==> config.mk <==
export PLATFORM = sky130hd
export DESIGN_NAME = seg_scan_ctrl_flat
export DESIGN_NICKNAME = d
export VERILOG_FILES = /design/src/rtl/seg_scan_ctrl_if.sv /design/src/rtl/seg_scan_ctrl.sv /design/src/flat_wrapper.sv
export SDC_FILE = /design/constraint.sdc
export NUM_CORES = 1
export LEC_CHECK = 0
export ABC_AREA = 1
export CORE_UTILIZATION = 62
export DETAILED_ROUTE_END_ITERATION = 8
export DONT_BUFFER_PORTS = 1
export GPL_TIMING_DRIVEN = 0
export PLACE_DENSITY = 0.79
export SYNTH_ARGS = -nofsm -noshare
export SYNTH_HDL_FRONTEND = slang
export SYNTH_SLANG_ARGS = --single-unit
==> constraint.sdc <==
create_clock -name clk -period 2.6 [get_ports clk]
set_clock_uncertainty 0.1 [all_clocks]
set_input_delay 0.39 -clock clk [delete_from_list [all_inputs] [get_ports clk]]
set_output_delay 0.39 -clock clk [all_outputs]
set_load 0.1 [all_outputs]
==> src/rtl/seg_scan_ctrl_if.sv <==
// Load port of the seven-segment scan controller: a 16-bit display value
// offered over a valid/ready handshake.
interface seg_scan_ctrl_if;
    logic        load_valid;
    logic        load_ready;
    logic [15:0] load_data;

    modport master (
        output load_valid,
        output load_data,
        input  load_ready
    );

    modport slave (
        input  load_valid,
        input  load_data,
        output load_ready
    );
endinterface

==> src/rtl/seg_scan_ctrl.sv <==
// Scan sequencer for a 4-digit multiplexed seven-segment display with dead-time
// blanking and a double-buffered display value committed at frame boundaries.
module seg_scan_ctrl #(
    parameter int unsigned REFRESH_DIV = 100000,
    parameter int unsigned BLANK_CYC   = 16
) (
    input  logic                  clk,
    input  logic                  reset_n,
    input  logic                  enable,
    seg_scan_ctrl_if.slave        load,
    input  logic [3:0]            blank_mask,
    input  logic [3:0]            dp_mask,
    output logic [3:0]            an,
    output logic [3:0]            digit_hex,
    output logic                  dp,
    output logic                  frame_done
);

    localparam int unsigned CntMax = (REFRESH_DIV > BLANK_CYC) ? REFRESH_DIV : BLANK_CYC;
    localparam int unsigned CntW   = (CntMax > 1) ? $clog2(CntMax) : 1;
    localparam logic [CntW-1:0] ScanLast  = CntW'(REFRESH_DIV - 1);
    localparam logic [CntW-1:0] BlankLast = CntW'(BLANK_CYC - 1);

    typedef enum logic [1:0] {StOff, StScan, StBlank} state_e;

    state_e          st_q, st_d;
    logic [1:0]      digit_q, digit_d;
    logic [CntW-1:0] cnt_q, cnt_d;
    logic [15:0]     active_q, active_d;
    logic [15:0]     shadow_q, shadow_d;
    logic            pending_q, pending_d;
    logic [3:0]      an_q, an_d;
    logic [3:0]      hex_q, hex_d;
    logic            dp_q, dp_d;
    logic            frame_done_q, frame_done_d;
    logic            load_fire;

    // Reset asserts asynchronously but releases on a clock edge.
    logic [1:0] rst_sync_q;
    logic       rst_int_n;

    always_ff @(posedge clk or negedge reset_n) begin
        if (!reset_n) begin
            rst_sync_q <= 2'b00;
        end else begin
            rst_sync_q <= {rst_sync_q[0], 1'b1};
        end
    end

    assign rst_int_n = rst_sync_q[1];

    assign load.load_ready = ~pending_q;
    assign load_fire       = load.load_valid & ~pending_q;

    always_comb begin
        st_d         = st_q;
        digit_d      = digit_q;
        cnt_d        = cnt_q;
        active_d     = active_q;
        shadow_d     = shadow_q;
        pending_d    = pending_q;
        frame_done_d = 1'b0;

        // Accept needs pending_q=0 while commit needs pending_q=1, so they never collide.
        if (load_fire) begin
            shadow_d  = load.load_data;
            pending_d = 1'b1;
        end

        if (!enable) begin
            st_d    = StOff;
            digit_d = 2'd0;
            cnt_d   = '0;
            if (pending_q) begin
                active_d  = shadow_q;
                pending_d = 1'b0;
            end
        end else begin
            case (st_q)
                StOff: begin
                    st_d    = StScan;
                    digit_d = 2'd0;
                    cnt_d   = '0;
                end
                StScan: begin
                    if (cnt_q == ScanLast) begin
                        st_d  = StBlank;
                        cnt_d = '0;
                    end else begin
                        cnt_d = cnt_q + CntW'(1);
                    end
                end
                StBlank: begin
                    if (cnt_q == BlankLast) begin
                        st_d    = StScan;
                        cnt_d   = '0;
                        digit_d = digit_q + 2'd1;
                        if (digit_q == 2'd3) begin
                            frame_done_d = 1'b1;
                            if (pending_q) begin
                                active_d  = shadow_q;
                                pending_d = 1'b0;
                            end
                        end
                    end else begin
                        cnt_d = cnt_q + CntW'(1);
                    end
                end
                default: begin
                    st_d    = StOff;
                    digit_d = 2'd0;
                    cnt_d   = '0;
                end
            endcase
        end
    end

    // Display outputs are registered from the next state so they track the FSM exactly.
    always_comb begin
        an_d  = 4'b1111;
        dp_d  = 1'b1;
        hex_d = hex_q;
        if (st_d == StScan) begin
            hex_d = active_d[{digit_d, 2'b00} +: 4];
            if (!blank_mask[digit_d]) begin
                an_d = ~(4'b0001 << digit_d);
                dp_d = ~dp_mask[digit_d];
            end
        end
    end

    always_ff @(posedge clk or negedge rst_int_n) begin
        if (!rst_int_n) begin
            st_q         <= StOff;
            digit_q      <= 2'd0;
            cnt_q        <= '0;
            active_q     <= 16'h0000;
            shadow_q     <= 16'h0000;
            pending_q    <= 1'b0;
            an_q         <= 4'b1111;
            hex_q        <= 4'h0;
            dp_q         <= 1'b1;
            frame_done_q <= 1'b0;
        end else begin
            st_q         <= st_d;
            digit_q      <= digit_d;
            cnt_q        <= cnt_d;
            active_q     <= active_d;
            shadow_q     <= shadow_d;
            pending_q    <= pending_d;
            an_q         <= an_d;
            hex_q        <= hex_d;
            dp_q         <= dp_d;
            frame_done_q <= frame_done_d;
        end
    end

    assign an         = an_q;
    assign digit_hex  = hex_q;
    assign dp         = dp_q;
    assign frame_done = frame_done_q;

endmodule

==> src/flat_wrapper.sv <==
// flat-port wrapper written by rule: the top's interface ports become plain ports
module seg_scan_ctrl_flat 
#(
    parameter int unsigned REFRESH_DIV = 100000,
    parameter int unsigned BLANK_CYC   = 16
)
  (clk, reset_n, enable, blank_mask, dp_mask, an, digit_hex, dp, frame_done, load_load_valid, load_load_data, load_load_ready);
  seg_scan_ctrl_if load_i ();
  input  logic clk;
  input  logic reset_n;
  input  logic enable;
  input  logic [3:0] blank_mask;
  input  logic [3:0] dp_mask;
  output logic [3:0] an;
  output logic [3:0] digit_hex;
  output logic dp;
  output logic frame_done;
  input wire logic [$bits(load_i.load_valid)-1:0] load_load_valid;
  input wire logic [$bits(load_i.load_data)-1:0] load_load_data;
  output wire logic [$bits(load_i.load_ready)-1:0] load_load_ready;
  assign load_i.load_valid = load_load_valid;
  assign load_i.load_data = load_load_data;
  assign load_load_ready = load_i.load_ready;
  seg_scan_ctrl #(.REFRESH_DIV(REFRESH_DIV), .BLANK_CYC(BLANK_CYC)) u_core (.clk(clk), .reset_n(reset_n), .enable(enable), .load(load_i), .blank_mask(blank_mask), .dp_mask(dp_mask), .an(an), .digit_hex(digit_hex), .dp(dp), .frame_done(frame_done));
endmodule
==> metrics.txt <==
RSZ-0062 raised after global routing=false; Seq pwr share=56.6%; initial antenna violation count=0; P_sw=0.000767 W; ratio of total power to cell area=749 nW/µm²; Num CTS Buffers=9; final worst setup slack=175 ps; CP Data Required Time=2710 ps; Post-synth EDFFs=0; Routed WL=5320 µm; layout cells sized above 1=17.9%; Tmin final=2430 ps; syn_area_per_cell=9.13 µm²; final net count=380; internal power=0.00173 W; clk_lat worst skew=330 ps; switch share=30.8%; Mapped Cells=333; Setup WS pre-CTS=171 ps; Post-CTS Setup Bufs=0; Detail Route Antenna Nets=0; Arr. time, crit path=2540 ps; HP Class=input pin to register; setup violators final=0; Non-Filler Instances=418; clk sinks=66; H-tree levels=3; post-synthesis sequential area ratio=54.5%; max-slew violations=0; drt drc=0; Longest Clk Path Bufs=2; Logic pwr share=13.2%; DP Wirelength=3940 µm; Synth area leaders=dfrtp_1 (50%), nand2_1 (12%), mux2_2 (5.9%); GR Util met3=6.25%; most instantiated library cell after synthesis=nand2_1; Post-synth ARST share=100%; met1 Usage GRT=32.2%; final period utilization=93.3%; Die H=72.0 µm; clock share of power=30.2%; Synth area leader=dfrtp_1; top post-synthesis cells by count=nand2_1 (100), dfrtp_1 (61), nor2_1 (33); Leakage=1.58 nW; area of the core=4720 µm²; Avg WL per Cell=12.7 µm; fmax=0.412 GHz; TritonCTS clock tree=done; Worst-path clk slew=70 ps; worst-path maximum fanout=10; vias in the first global route=2191; Worst Max-Slew Pin Slew=891 ps; vias per cell=5.24; Setup crit start kind=register; post-CTS resize count=0; largest net degree at the start of global routing=35; Tot GR Track Use=23.9%; First-pass DRT Iterations=4; synthesized area=3040 µm²; diode count=0; number of DRC markers in iteration 0=111; I/O pins=39; die width=72.0 µm; VDD IR max=0.000765 V; P&R area growth vs syn=9.51%; IO buf count=0; max-cap check violation count=0; post-synth top area share=50.2%; Slew headroom=40.6%; Synth Flop Type=dfrtp_1; Warnings, synthesis=0; CTS root buffer=clkbuf_8; Fin. Hold Viols=0; final instance area=3330 µm²; DP Area=3140 µm²; WS Path Type=register to register; via count=2190; Setup crit end kind=register; status=finished, final reports clean; grt met2 use=37.2%; Initial Util=64.3%; syn_nets=367; GR peak layer=met2; Placement Rows=25; first-pass GRT wire length=9420 µm; GRT Residual Overflow=0; #FFs+latches synth=66; die footprint=5190 µm²; placed cells=401; Distinct cells, synth=32; Final GP Congestion=0.864
==> worst paths after layout <==
kind / start / to / slack (ps) / cells after the start
min: enable / u_core.frame_done$_DFF_PN0_ / 110 / 2
max reg2reg: u_core.pending_q$_DFF_PN0_ / u_core.shadow_q[10]$_DFFE_PN0P_ / 170 / 5
min in group asynchronous: reset_n / u_core.rst_sync_q[0]$_DFF_PN0_ / 190 / 1
max: u_core.pending_q$_DFF_PN0_ / u_core.shadow_q[10]$_DFFE_PN0P_ / 170 / 5
min reg2reg: u_core.rst_sync_q[1]$_DFF_PN0_ / u_core.cnt_q[8]$_DFF_PN0_ / 200 / 0
max in group asynchronous: u_core.rst_sync_q[1]$_DFF_PN0_ / u_core.dp$_DFF_PN1_ / 1530 / 1
==> flip-flops by register name (all words and copies together) (netlist names) <==
name               count
u_core.shadow_q       16
u_core.frame_done      1
u_core.pending_q       1
u_core.digit_hex       4
u_core.rst_sync_q      2
u_core.cnt_q          17
u_core.active_q       16
u_core.digit_q         2
u_core.an              4
u_core.dp              1
u_core.st_q            2
==> through the flow <==
step           setup TNS [ps]  total power, W  hold slack [ps]  utilization (%)
5_1_grt                     0         0.00261             92.5             70.5
2_1_floorplan               0         0.00168            -5.59                -
3_5_place_dp                0         0.00176            -5.56             66.6
4_1_cts                     0         0.00251             92.1             70.5
3_3_place_gp            -7540         0.00174            -5.55             66.1
6_report                    0         0.00249              107             70.5
==> worst max-delay path, cell delays in order, from the launching register on <==
cell      delay (ps)
dfrtp_1          360
clkbuf_1         190
inv_1            670
nand2_1          380
buf_2            310
mux2_2           290
==> power by group through the flow <==
stage / combinational (W) / clock [W] / sequential, W
after floorplan: 0.000265 / 0 / 0.00141
after global placement: 0.000301 / 0 / 0.00144
final: 0.000329 / 0.000753 / 0.00141
after CTS: 0.000332 / 0.000770 / 0.00141
after detailed placement: 0.000328 / 0 / 0.00143
after global routing: 0.000376 / 0.000804 / 0.00143
==> what timing repair did <==
item                                   in CTS  in global routing
hold buffers                                1                  0
setup endpoints to repair                   0                  0
endpoints found under the hold margin       2                  0
==> kinds of logic (layout without fill, tap and decap cells) <==
group / count (synthesis) / after routing / share of synthesized area [%]
xor gates and xnor gates: 4 / 4 / 1.15
adders and majority gates: 6 / 6 / 2.47
muxes: 16 / 16 / 5.93
buffers and inverters: 36 / 54 / 5.10
and+or+nand+nor: 192 / 192 / 28.4
DFF: 66 / 66 / 54.5
AOI/OAI and AO/OA: 12 / 12 / 2.26
other: 1 / 1 / 0.123
==> cell usage in the layout (no fill, tap or decap), types with 2 or more instances in the layout <==
master	n
nand2_1	100
dfrtp_1	60
nor2_1	33
inv_1	25
nand3_1	23
mux2_2	16
clkbuf_8	11
a21oi_1	7
nor3_1	7
nor2_2	6
nand4_1	6
ha_1	6
clkbuf_1	5
dfstp_2	5
inv_2	4
or2_2	4
nor3b_1	3
clkinv_2	3
buf_6	2
nand3_2	2
nor2_4	2
nand2_2	2
nand2_4	2
xor2_1	2
o21ai_0	2
xnor2_1	2
==> final cells by class <==
cell class | instances | area (µm²)
buffer | 7 | 46.3
clock buffer | 13 | 159
clock inverter | 3 | 15.0
fill | 370 | 1400
inverter | 29 | 109
multi-input combinational | 231 | 1230
sequential | 66 | 1660
tap | 67 | 83.8
timing repair buffer | 2 | 30.0
==> layer usage <==
| layer | vias up | routed length (µm) |
|---|---|---|
| met5 | - | 0 |
| li1 | 1084 | - |
| met2 | 46 | 2470 |
| met3 | 6 | 255 |
| met4 | 0 | 82 |
| met1 | 1054 | 2520 |
(Power assumes the default switching activity.)
